`config.mk`:
```
export PLATFORM = sky130hd
export DESIGN_NAME = alu_share_arbiter
export DESIGN_NICKNAME = d
export VERILOG_FILES = /design/src/rtl/alu_share_arbiter.sv
export SDC_FILE = /design/constraint.sdc
export NUM_CORES = 1
export LEC_CHECK = 0
export ABC_AREA = 1
export CORE_MARGIN = 2
export CORE_UTILIZATION = 36
export DETAILED_ROUTE_END_ITERATION = 8
export GPL_TIMING_DRIVEN = 1
export PLACE_DENSITY = 0.82
export SLEW_MARGIN = 20
export SYNTH_ARGS = -nofsm -noshare
export SYNTH_HDL_FRONTEND = slang
export SYNTH_SLANG_ARGS = --single-unit
```
`constraint.sdc`:
```
create_clock -name clk -period 6.16 [get_ports clk]
set_input_delay 1.232 -clock clk [delete_from_list [all_inputs] [get_ports clk]]
set_output_delay 1.232 -clock clk [all_outputs]
set_load 0.02 [all_outputs]
```
`src/rtl/alu_share_arbiter.sv`:
```
// alu_share_arbiter
// Lets two requesters share one external combinational ALU. A request is
// accepted in IDLE, and its operands and op are registered onto the ALU
// inputs. The ALU result is captured one cycle later (EXEC). The result is
// then offered to the owning requester until that requester consumes it
// (RESP). Ties between the two requesters are broken round-robin.
//
// Ports
//   clk, reset                     clock, asynchronous active-high reset
//   reqN_valid/ready/a/b/op        request handshake and payload (N=0,1)
//   respN_valid/ready/result/zero  response handshake and captured result
//   alu_a/alu_b/alu_op             registered ALU operands and op
//   alu_result                     combinational ALU output
//   busy                           a transaction is in flight
//   op_count                       completed transactions, wraps
module alu_share_arbiter #(
   parameter int WIDTH     = 32,
   parameter int CNT_WIDTH = 16
) (
   input  logic                 clk,
   input  logic                 reset,
   input  logic                 req0_valid,
   output logic                 req0_ready,
   input  logic [WIDTH-1:0]     req0_a,
   input  logic [WIDTH-1:0]     req0_b,
   input  logic [3:0]           req0_op,
   input  logic                 req1_valid,
   output logic                 req1_ready,
   input  logic [WIDTH-1:0]     req1_a,
   input  logic [WIDTH-1:0]     req1_b,
   input  logic [3:0]           req1_op,
   output logic                 resp0_valid,
   input  logic                 resp0_ready,
   output logic [WIDTH-1:0]     resp0_result,
   output logic                 resp0_zero,
   output logic                 resp1_valid,
   input  logic                 resp1_ready,
   output logic [WIDTH-1:0]     resp1_result,
   output logic                 resp1_zero,
   output logic [WIDTH-1:0]     alu_a,
   output logic [WIDTH-1:0]     alu_b,
   output logic [3:0]           alu_op,
   input  logic [WIDTH-1:0]     alu_result,
   output logic                 busy,
   output logic [CNT_WIDTH-1:0] op_count
);

   typedef enum logic [1:0] {
      IDLE = 2'd0,
      EXEC = 2'd1,
      RESP = 2'd2
   } state_t;

   state_t               state_q, state_d;
   logic                 owner_q;
   logic                 last_grant_q;
   logic [WIDTH-1:0]     alu_a_q, alu_b_q;
   logic [3:0]           alu_op_q;
   logic [WIDTH-1:0]     res0_q, res1_q;
   logic                 zero0_q, zero1_q;
   logic [CNT_WIDTH-1:0] cnt_q;

   logic                 grant1;
   logic                 accept;
   logic                 consume;

   // State register
   always_ff @(posedge clk or posedge reset) begin
      if (reset) begin
         state_q <= IDLE;
      end else begin
         state_q <= state_d;
      end
   end

   // Next state, grant and handshake outputs
   always_comb begin
      state_d     = state_q;
      grant1      = 1'b0;
      accept      = 1'b0;
      consume     = 1'b0;
      req0_ready  = 1'b0;
      req1_ready  = 1'b0;
      resp0_valid = 1'b0;
      resp1_valid = 1'b0;
      case (state_q)
         IDLE: begin
            // Ready is held low while reset is asserted, so no output
            // glitches high before the first edge after reset is released.
            if (!reset && (req0_valid || req1_valid)) begin
               // Requester 1 wins when it is alone, or when both requesters
               // are valid and requester 0 was granted last.
               grant1     = req1_valid && (!req0_valid || !last_grant_q);
               req0_ready = !grant1;
               req1_ready = grant1;
               accept     = 1'b1;
               state_d    = EXEC;
            end
         end
         EXEC: begin
            state_d = RESP;
         end
         RESP: begin
            resp0_valid = !owner_q;
            resp1_valid = owner_q;
            // Only the owner's ready is looked at; the other is ignored.
            consume     = owner_q ? resp1_ready : resp0_ready;
            if (consume) begin
               state_d = IDLE;
            end
         end
         default: begin
            state_d = IDLE;
         end
      endcase
   end

   // Operand latch, result capture and completion counter
   always_ff @(posedge clk or posedge reset) begin
      if (reset) begin
         owner_q      <= 1'b0;
         last_grant_q <= 1'b1;
         alu_a_q      <= '0;
         alu_b_q      <= '0;
         alu_op_q     <= '0;
         res0_q       <= '0;
         res1_q       <= '0;
         zero0_q      <= 1'b0;
         zero1_q      <= 1'b0;
         cnt_q        <= '0;
      end else begin
         if (accept) begin
            alu_a_q      <= grant1 ? req1_a  : req0_a;
            alu_b_q      <= grant1 ? req1_b  : req0_b;
            alu_op_q     <= grant1 ? req1_op : req0_op;
            owner_q      <= grant1;
            last_grant_q <= grant1;
         end
         if (state_q == EXEC) begin
            if (owner_q) begin
               res1_q  <= alu_result;
               zero1_q <= (alu_result == '0);
            end else begin
               res0_q  <= alu_result;
               zero0_q <= (alu_result == '0);
            end
         end
         if (consume) begin
            cnt_q <= cnt_q + 1'b1;
         end
      end
   end

   assign alu_a        = alu_a_q;
   assign alu_b        = alu_b_q;
   assign alu_op       = alu_op_q;
   assign resp0_result = res0_q;
   assign resp0_zero   = zero0_q;
   assign resp1_result = res1_q;
   assign resp1_zero   = zero1_q;
   assign busy         = (state_q != IDLE);
   assign op_count     = cnt_q;

endmodule

```
-- Word-level counts from Yosys, hierarchy flattened
Cells that the tools add are included.
- $add $sub $neg: 1
- eq/ne operators: 4
- mux-type cells: 16
- bitwise operators: 1
- reduce and logical (&&, ||, !) cells: 15
- operators by type and width (kind ; count):
    two-way mux 32 bit ; 2
    zero test 32 bit ; 1
    adder 16 x 1 -> 16 bit (second input constant) ; 1
    two-way mux 1 bit ; 10
    case mux 2 bit (3 select lines) ; 1
    AND reduction 2 bit ; 3
    zero test 1 bit ; 5
    two-way mux 2 bit ; 2
    two-way mux 4 bit ; 1
    != test 2 bit (second input constant) ; 2
    equality test 2 x 1 -> 1 bit (second input constant) ; 1
    equality test 2 bit (second input constant) ; 1
    logical AND 1 bit ; 2
    zero test 2 bit ; 1
    logical OR 1 bit ; 2
    nonzero test 2 bit ; 1
    NOT 1 bit ; 1
- register bits after elaboration: 154
- input bits: 174
- output and inout port bits: 155
- logic and storage cells: 48

-- Depth between registers and ports, before layout
Gate-level depths: netlist (run 1).
- depth after elaboration: 6
- depth in mapped cells: 8
- mapped depth without buffers: 8

-- Least setup slack after synthesis (run 1)
OpenSTA, ideal clock, no wires.
- path type: input to output
- start: input port reset
- end: output port req0_ready
- arrival: 5.330 ns
- data required time: 4.928 ns
- setup slack: -0.402 ns
- cell stages on the path: 5
- buffers on the path: 2
- cells stage by stage: inv_1 nand4_1 buf_4 nor2_4 buf_2
- longest elaborated chain between the ends: 4
- RTL lines (item ; RTL line ; text):
    start: declaration ; 21 ; input logic reset,
    zero test 1 bit (no source line) ; -- ;
    logical AND 1 bit ; 90 ; if (!reset && (req0_valid || req1_valid)) begin
    two-way mux 1 bit ; 90 ;
    two-way mux 1 bit ; 86 ; case (state_q)
    end: declaration ; 23 ; output logic req0_ready,
Every way passes these cells.

-- Worst setup path after layout (run 1)
- start: input port reset
- end: output port req1_ready
- longest elaborated chain between the ends: 4
- RTL lines (item ; RTL line ; text):
    zero test 1 bit (no source line) ; -- ;
    logical AND 1 bit ; 90 ;
    two-way mux 1 bit ; 90 ;
    two-way mux 1 bit ; 86 ;
    end: declaration ; 28 ; output logic req1_ready,
Every way passes these cells.

==> summary.txt, run 1 <==
Global routing
  – Antenna violations before repair: 0
  – Largest net degree at the start of global routing: approximately 70
  – GRT Total Usage: 21.3%
  – First-pass GRT wire length: 32900 um
  – Vias in the first global route: 6507
  – Remaining Overflow, GRT: 0

Die
  – Site Rows: 49
  – Die W: 138 um
  – Die area: 19200 sq um
  – # IOs: 329
  – Die Y: 138 um
  – Core region area: between 15000 and 20000 sq um
  – Starting Density: between 30 and 40%

Timing
  – Tmin final: 4390 ps
  – Fmax: 228 MHz
  – TNS Setup: 0 ps
  – Final Hold Fails: 0
  – Max Slew Vio Count: 0
  – Slew headroom: 41.0%
  – Max Clock Skew: 12.2 ps
  – Setup violations, final: 0
  – WHS: 480 ps
  – Unrepaired setup endpoints after global routing: no
  – Worst slew pin tran: 885 ps
  – Final WS setup: 1770 ps
  – Period utilization: 71.2%

Finish
  – N_diodes: 0
  – Multi-input logic area: 2270 sq um
  – Syn-to-layout area delta: 62.8%
  – Post-route design area: 10600 sq um
  – Post-layout nets: 1271
  – Most frequent cells in the layout: clkdlybuf4s50_1, nand2_1, dfrtp_1, nand3_1, o21ai_0
  – Register cell area after layout: 3850 sq um
  – Most common cell after layout, fill and taps aside: clkdlybuf4s50_1
  – Share of cells above drive strength 1: 4.15%
  – # fillers: around 1.5k

Pwr
  – Internal power: 3.27 mW
  – Net Sw Power: 1.99 mW
  – Sequential share of power: 33.6%
  – Total chip power: 5.26 mW
  – Pleak: 4.87 nW
  – Sw Ratio: 37.8%
  – Pwr Density: 497 nW/um^2
  – Max VDD drop: around 0.00031 V
  – Clock share of power: about a fifth
  – Combinational share of power: 45.5%

CTS
  – Clk buf depth: 2
  – CTS Sinks: 154
  – Resized cells post-CTS: 0
  – CTS root buffer: clkbuf_16
  – Clk_lat worst skew: 410 ps
  – Num CTS Buffers: 17
  – Post-CTS Hold Fix Bufs: 0
  – CTS tree: built
  – Clock transition at path regs: 60 ps
  – H-tree depth: 4
  – Setup Buffers After CTS: 0

Synthesis
  – Mean Syn Cell Area: around 8.4 sq um
  – Netlist Area Pre-Place: 6510 sq um
  – Synthesis-stage register bit count: ~150
  – Synth top area share: 58.8%
  – Ys Warns: 0
  – Leading area contributor after synthesis: dfrtp_1
  – Synth cell types: 21
  – Syn_nets: 953
  – Cells after synthesis: just under 800
  – Synth area leaders: dfrtp_1, nand2_1, nand3_1, o21ai_0, inv_1
  – Seq/Total Area, Yosys: between 50% and 60%

Run status
  – Outcome: completed

Placed design
  – Dpl cell area: between 9000 and 10000 sq um
  – Input/output buffers: 328
  – Worst slack, placed: 1750 ps
  – Dpl hpwl: 14700 um
  – GP Congestion: between 0.8 and 0.9

Drt
  – WL per Instance: 15.0 um
  – DR iter-0 viols: 330
  – ANT nets after route: 0
  – Detailed Routing Iterations Pass 1: 5
  – # DRC: 0
  – Vias per cell: 4.76
  – Post-Route WL: approximately 20000 um
  – Via count: ~6.4k

Worst setup path
  – Crit-path slowest cell: clkdlybuf4s50_1
  – CP peak stage delay: 550 ps
  – Worst path most repeated cell: clkdlybuf4s50_1
  – Reg2Reg Setup Slack: 4240 ps
  – Startpoint class of the critical path: input pin
  – Required @ worst endpoint: ~5000 ps
  – Crit-path cells: clkdlybuf4s50_1 -> clkinvlp_4 -> nand4_1 -> nor2_4 -> clkdlybuf4s50_1
  – Crit path max fanout: 20
  – Setup Crit Path Kind: in -> out
  – Worst setup EP type: output pin
  – Critical path arrival: 3150 ps

Hold path
  – Hold Path Class: reg -> reg

Run
  – Max-cap violation count: 0
## metal layers
layer  vias up  share of wire (%)  GRT usage [%]
li1       3079                  -              -
met1      2974                 39           25.3
met2       284                 50           36.6
met3        34                7.9           6.34
met4         0                2.3           7.68
met5         -                  0              0
## area by class of cell
class / instances / share of cell area [%]
Inverter: 58 / 2.09
Sequential cell: 154 / 36.4
Clock buffer: 20 / 4.40
Clock inverter: 12 / 1.51
Tap cell: 229 / 2.70
Multi-Input combinational cell: 530 / 21.4
Timing Repair Buffer: 335 / 31.5
## synthesized netlist by cell type
cell type,instances
nand2_1,323
dfrtp_1,153
nand3_1,80
o21ai_0,65
inv_1,58
nor2_1,37
buf_2,20
clkbuf_1,11
nand4_1,7
xor2_1,5
buf_1,4
xnor2_1,4
nor2_4,2
nor3_1,2
a21oi_1,1
a21oi_2,1
buf_4,1
dfstp_2,1
ha_1,1
nand2_2,1
nor2_2,1
## flip-flops by register name, indices dropped and copies added, names as in the netlist
signal	flops
alu_b	32
alu_op	4
resp1_result	32
resp0_result	32
owner_q	1
op_count	16
resp1_zero	1
state_q	2
resp0_zero	1
last_grant_q	1
alu_a	32
## critical path, delay by kind of cell
kind | cells | cell delay (ps)
simple gates | 2 | 460
buf+inv | 3 | 1460
## kinds of logic after synthesis
logic type | count (synthesis) | share of synthesized area (%)
compound gates | 67 | 5.21
fa+ha+maj | 1 | 0.192
xor+xnor | 9 | 1.21
flops | 154 | 59.2
buf+inv | 94 | 5.86
simple gates | 453 | 28.3
## power by group through the flow
stage | clock (mW) | combinational (mW) | sequential [mW]
finish | 1.10 | 2.39 | 1.77
global route | 1.17 | 2.57 | 1.82
CTS | 1.13 | 2.42 | 1.77
detailed placement | 0 | 2.41 | 1.77
floorplan | 0 | 0.600 | 2.30
global placement | 0 | 2.36 | 1.76
## through the flow
step,instances,utilization (%)
floorplan,778,-
global placement,1306,55.9
detailed placement,1306,55.9
CTS,1338,59.4
global route,1338,59.4
finish,1338,59.4
## final timing paths
kind | start | end | cells past startpoint
worst max-delay path | reset | req1_ready | 5
worst max register to register | state_q[1] | alu_op[3] | 6
min in group asynchronous | reset | resp1_result[1] | 2
worst min-delay path | resp1_zero | resp1_zero | 2
max in group asynchronous | reset | alu_a[31] | 3
worst min register to register | resp1_zero | resp1_zero | 2
No activity file was read; power rests on OpenSTA's default activity.
==> run 2, diff against run 1 <==
- clock period: 6.16 -> 3.95 ns (I/O delays scaled with it)
==> summary.txt, run 2 (synthesized netlist as in run 1, its figures left out) <==
Pwr
  – Sequential share of power: 34.2% (+0.6 points)
  – Clock share of power: 19.2% (-1.8 points)
  – Max VDD drop: 0.000435 V (+39%)
  – Pleak: 4.82 nW (-0.94%)
  – Internal power: 4.97 mW (+52%)
  – Pwr Density: 764 nW/um^2 (+54%)
  – Combinational share of power: 46.7% (+1.2 points)
  – Net Sw Power: 3.06 mW (+54%)
  – Sw Ratio: 38.1% (+0.29 points)

Finish
  – Syn-to-layout area delta: 61.6%
  – Share of cells above drive strength 1: 3.44% (-0.71 points)
  – Most frequent cells in the layout: clkdlybuf4s50_1, nand2_1, dfrtp_1, nand3_1, o21ai_0
  – Post-layout nets: 1270 (-0.079%)
  – N_diodes: 0 (unchanged)
  – Utilization after layout: 58.9% (-0.46 points)
  – # fillers: 1568 (+1.8%)
  – Most common cell after layout, fill and taps aside: clkdlybuf4s50_1

CTS
  – Setup Buffers After CTS: 0 (unchanged)
  – CTS root buffer: clkbuf_16
  – Post-CTS Hold Fix Bufs: 0 (unchanged)
  – CTS tree: built
  – Resized cells post-CTS: 0 (unchanged)
  – Clk_lat worst skew: 410 ps (about the same)
  – Clock transition at path regs: 60 ps (about the same)
  – CTS Sinks: 154 (unchanged)
  – Num CTS Buffers: 17 (unchanged)
  – Clk buf depth: 2 (unchanged)
  – H-tree depth: 4 (unchanged)

Timing
  – Slew headroom: 44.1% (+3.2 points)
  – Max Slew Vio Count: 0 (unchanged)
  – Max Clock Skew: 10.2 ps (-2.02 ps)
  – Period utilization: approximately 82%
  – Final Hold Fails: 0 (unchanged)
  – Fmax: approximately 310 MHz
  – Setup violations, final: 0 (unchanged)
  – Tmin final: approximately 3300 ps
  – Worst slew pin tran: 838 ps (-47.5 ps)
  – Final WS setup: 700 ps (-1080 ps)
  – Unrepaired setup endpoints after global routing: no
  – WHS: 482 ps (+2.64 ps)

Die
  – Site Rows: 49 (unchanged)
  – Starting Density: 36.5% (unchanged)
  – # IOs: 329 (unchanged)
  – Die W: 138 um (unchanged)
  – Die Y: 138 um (unchanged)
  – Core region area: 17800 sq um (unchanged)
  – Die area: 19200 sq um (unchanged)

Placed design
  – GP Congestion: 0.882 (+6.3%)
  – Worst slack, placed: 699 ps (-1050 ps)
  – Dpl hpwl: 14600 um (-0.50%)
  – Input/output buffers: 328 (unchanged)

Run
  – Max-cap violation count: 0 (unchanged)

Worst setup path
  – Crit path buf inv count: 3 (unchanged)
  – Crit-path cells: clkdlybuf4s50_1 -> inv_1 -> nand2_1 -> nand4_1 -> nor2_4 -> clkdlybuf4s50_1
  – Crit path max fanout: 3 (-85%)
  – Startpoint class of the critical path: input pin
  – Required @ worst endpoint: 3160 ps (-1770 ps)
  – Critical path arrival: 2460 ps (-690 ps)
  – Worst path most repeated cell: clkdlybuf4s50_1
  – Crit-path slowest cell: clkdlybuf4s50_1
  – Delay-heaviest family, CP: buffers and inverters
  – CP peak stage delay: 620 ps (+70 ps)
  – Setup Crit Path Kind: in -> out
  – Worst setup EP type: output pin

Drt
  – Via count: 6363 (-0.13%)
  – Post-Route WL: 20600 um (+2.4%)
  – # DRC: 0 (unchanged)
  – DR iter-0 viols: 412 (+25%)
  – Vias per cell: 4.77 (+0.17%)
  – WL per Instance: 15.5 um (+2.7%)
  – Detailed Routing Iterations Pass 1: 5 (unchanged)
  – ANT nets after route: 0 (unchanged)

Hold path
  – Hold Path Class: reg -> reg

Global routing
  – Largest net degree at the start of global routing: 155 (+120%)
  – Vias in the first global route: 6476 (-0.48%)
  – Remaining Overflow, GRT: 0 (unchanged)
  – Antenna violations before repair: 0 (unchanged)
  – First-pass GRT wire length: 33300 um (+1.2%)
  – GRT Total Usage: 21.7% (+0.48 points)

Run status
  – Outcome: completed
-- run 2: cell types whose count changed in the layout (fill, tap and decap cells not counted), moves of 2 or more --
| cell | change |
|---|---|
| inv_6 | -3 |
| clkbuf_8 | -3 |
| clkbuf_1 | +4 |
| buf_4 | -2 |
-- run 2: worst paths after layout --
| kind | end | cells after the start | slack, ps | startpoint |
|---|---|---|---|---|
| max | req0_ready | 6 | 700 | req0_valid |
| min | resp0_result[28] | 2 | 480 | resp0_result[28] |
| max reg2reg | alu_a[31] | 6 | 2000 | state_q[0] |
| min reg2reg | resp0_result[28] | 2 | 480 | resp0_result[28] |
| max in group asynchronous | alu_b[28] | 3 | 2320 | reset |
| min in group asynchronous | resp0_result[9] | 3 | 1040 | reset |
-- run 2: per-layer routing --
layer / wire length [um] / track usage [%]
met1: 8370 / 27.0
met2: 9840 / 35.0
met3: 1730 / 7.10
met4: 674 / 9.29
met5: 0 / 0
-- run 2: metrics by stage --
stage	std cells	instance area, sq um	setup TNS [ps]	total power, mW
floorplan	778	6530	-1860	4.53
global route	1334	10500	0	8.52
finish	1334	10500	0	8.03
global placement	1305	9970	0	6.44
detailed placement	1305	9970	0	6.52
CTS	1334	10500	0	8.12
-- run 2: layout make-up --
class	instances	area [sq um]	share of cell area [%]
Sequential cell	154	3850	36.7
Tap cell	229	287	2.72
Multi-Input combinational cell	530	2270	21.6
Clock buffer	21	440	4.19
Clock inverter	8	100	0.952
Inverter	58	221	2.11
Timing Repair Buffer	334	3340	31.8
-- run 2: power by group through the flow --
stage          registers (mW)  clock network [mW]  logic, mW
3_3_place_gp             2.73                   0       3.71
4_1_cts                  2.74                1.58       3.79
3_5_place_dp             2.74                   0       3.78
2_1_floorplan            3.58                   0      0.944
5_1_grt                  2.84                1.65       4.04
6_report                 2.74                1.54       3.75
-- run 2: worst reg2reg max path: stages (launching register included) --
cell and delay, ps:
dfrtp_1 390, inv_1 110, nand4_1 280, nor2_4 190, buf_4 600, nand2_1 190
nand3_1 120
==> run 3, diff against run 2 <==
- clock period: 3.95 -> 2.85 ns (I/O delays scaled with it)
==> summary.txt, run 3 (synthesized netlist as in run 1, its figures left out) <==
Run status
  – Outcome: completed

Worst setup path
  – Worst path most repeated cell: clkdlybuf4s50_1
  – Reg2Reg Setup Slack: 1040 ps (-960 ps)
  – Critical path endpoint: req1_ready
  – Critical Path Source: req0_valid
  – FF-to-FF Start: state_q[1]
  – Setup Crit Path Kind: in -> out
  – R2R depth: 7 (+1)
  – Critical path depth: 7 (+1)
  – Critical path arrival: 2210 ps (-250 ps)
  – Crit-path slowest cell: clkdlybuf4s50_1
  – Crit path buf inv count: 4 (+1)
  – Required @ worst endpoint: 2280 ps (-880 ps)
  – RR Endpoint: alu_b[24]
  – CP peak stage delay: 610 ps (about the same)
  – Startpoint class of the critical path: input pin
  – Worst setup EP type: output pin
  – Delay-heaviest family, CP: buffers and inverters
  – Crit-path cells: clkdlybuf4s50_1 -> inv_1 -> nand2_1 -> nand4_1 -> buf_4 -> nor2_4 -> clkdlybuf4s50_1
  – Crit path max fanout: 4 (+1)

CTS
  – Clock transition at path regs: 60 ps (about the same)
  – CTS root buffer: clkbuf_16
  – Clk buf depth: 2 (unchanged)
  – Num CTS Buffers: 17 (unchanged)
  – Clk_lat worst skew: 410 ps (about the same)
  – Post-CTS Hold Fix Bufs: 0 (unchanged)
  – CTS tree: built
  – CTS Sinks: 154 (unchanged)
  – H-tree depth: 4 (unchanged)

Placed design
  – GP Congestion: 0.805 (-8.7%)
  – Dpl cell area: 9980 sq um (about the same)
  – Input/output buffers: 328 (unchanged)
  – Dpl hpwl: 14300 um (-2.1%)

Global routing
  – Vias in the first global route: 6403 (-1.1%)
  – GRT Total Usage: 20.8% (-0.94 points)
  – First-pass GRT wire length: 32100 um (-3.5%)
  – GRT met1 Usage: 24.4% (-2.5 points)
  – M3 GR Usage: 6.65% (-0.45 points)
  – Largest net degree at the start of global routing: 155 (unchanged)
  – Remaining Overflow, GRT: 0 (unchanged)
  – GR peak layer: met2
  – Global-route met2 utilization: 35.8% (+0.78 points)
  – Antenna violations before repair: 0 (unchanged)

Die
  – Core region area: 17800 sq um (unchanged)
  – Die W: 138 um (unchanged)
  – Die Y: 138 um (unchanged)
  – # IOs: 329 (unchanged)
  – Site Rows: 49 (unchanged)
  – Die area: 19200 sq um (unchanged)
  – Starting Density: 36.5% (unchanged)

Pwr
  – Max VDD drop: 0.000634 V (+46%)
  – Pwr Density: 1060 nW/um^2 (+39%)
  – Total chip power: 11.2 mW (+40%)
  – Pleak: 4.87 nW (+0.88%)

Drt
  – DR iter-0 viols: 425 (+3.2%)
  – ANT nets after route: 0 (unchanged)
  – Vias per cell: 4.77 (about the same)
  – Detailed Routing Iterations Pass 1: 7 (+2)
  – Via count: 6392 (+0.46%)
  – # DRC: 0 (unchanged)
  – Post-Route WL: 20100 um (-2.5%)
  – WL per Instance: 15.0 um (-2.8%)

Timing
  – Fmax: 359 MHz
  – Setup violations, final: 0 (unchanged)
  – Period utilization: 97.7%
  – Tmin final: 2780 ps
  – Worst slew pin tran: 864 ps (+25.8 ps)
  – Unrepaired setup endpoints after global routing: no
  – Max Clock Skew: 8.25 ps (-1.91 ps)
  – TNS Setup: 0 ps (unchanged)
  – Max Slew Vio Count: 0 (unchanged)
  – Slew headroom: 42.4% (-1.7 points)
  – Final Hold Fails: 0 (unchanged)

Finish
  – N_diodes: 0 (unchanged)
  – Share of cells above drive strength 1: 4.14% (+0.71 points)
  – Utilization after layout: 59.3% (+0.41 points)
  – Most common cell after layout, fill and taps aside: clkdlybuf4s50_1
  – Syn-to-layout area delta: 62.7%
  – Most frequent cells in the layout: clkdlybuf4s50_1, nand2_1, dfrtp_1, nand3_1, o21ai_0
  – Post-route design area: 10600 sq um (+0.69%)
  – Post-layout nets: 1272 (+0.16%)

Hold path
  – Hold Path Class: reg -> reg

Run
  – Max-cap violation count: 0 (unchanged)
-- run 3: cell count changes in the layout (fill, tap and decap cells not counted), sizes merged --
cell,before,now
inv,56,60
clkdlybuf4s50,328,327
clkinv,6,3
clkinvlp,2,5
buf,6,8
dlymetal6s2s,0,1
clkbuf,21,20
-- run 3: repair_timing --
| action | 4_1_cts | 5_1_grt |
|---|---|---|
| buffers inserted | 1 | 0 |
| pin swaps | 1 | 0 |
| setup endpoints to repair | 2 | 1 |
| gates cloned | 0 | 0 |
| hold endpoints to repair | 0 | 0 |
| resized for setup | 0 | 1 |
-- run 3: worst min path at each step --
stage | startpoint | cells after the start | endpoint
2_1_floorplan | last_grant_q | 2 | last_grant_q
3_3_place_gp | last_grant_q | 2 | last_grant_q
3_5_place_dp | last_grant_q | 2 | last_grant_q
4_1_cts | last_grant_q | 2 | last_grant_q
5_1_grt | last_grant_q | 2 | last_grant_q
6_report | last_grant_q | 2 | last_grant_q
-- run 3: metal layers --
layer | up-vias | routed length, um
li1 | 3076 | -
met1 | 2996 | 7900
met2 | 286 | 10000
met3 | 34 | 1730
met4 | 0 | 463
met5 | - | 0
-- run 3: metrics by stage --
step	hold slack (ps)	cells	worst slack [ps]
floorplan	451	778	-1180
global placement	460	1306	-77.5
detailed placement	469	1306	-153
CTS	479	1339	18.4
global route	501	1339	19.6
finish	473	1339	65.4
-- run 3: cell type report --
type / count / area, sq um
Clock buffer: 20 / 457
Clock inverter: 12 / 139
Fill cell: 1561 / 7250
Inverter: 58 / 221
Multi-Input combinational cell: 530 / 2270
Sequential cell: 154 / 3850
Tap cell: 229 / 287
Timing Repair Buffer: 336 / 3360
-- run 3: worst min-delay path, stage by stage (launching register included) --
cell     delay [ps]
dfstp_2         370
nand2_1          60
nand2_1          40
-- run 3: power breakdown --
part | internal [mW] | total [mW] | switching (mW)
Combinational | 2.43 | 5.15 | 2.72
Sequential | 3.20 | 3.79 | 0.598
Clock | 1.35 | 2.30 | 0.952
Total | 6.97 | 11.2 | 4.27
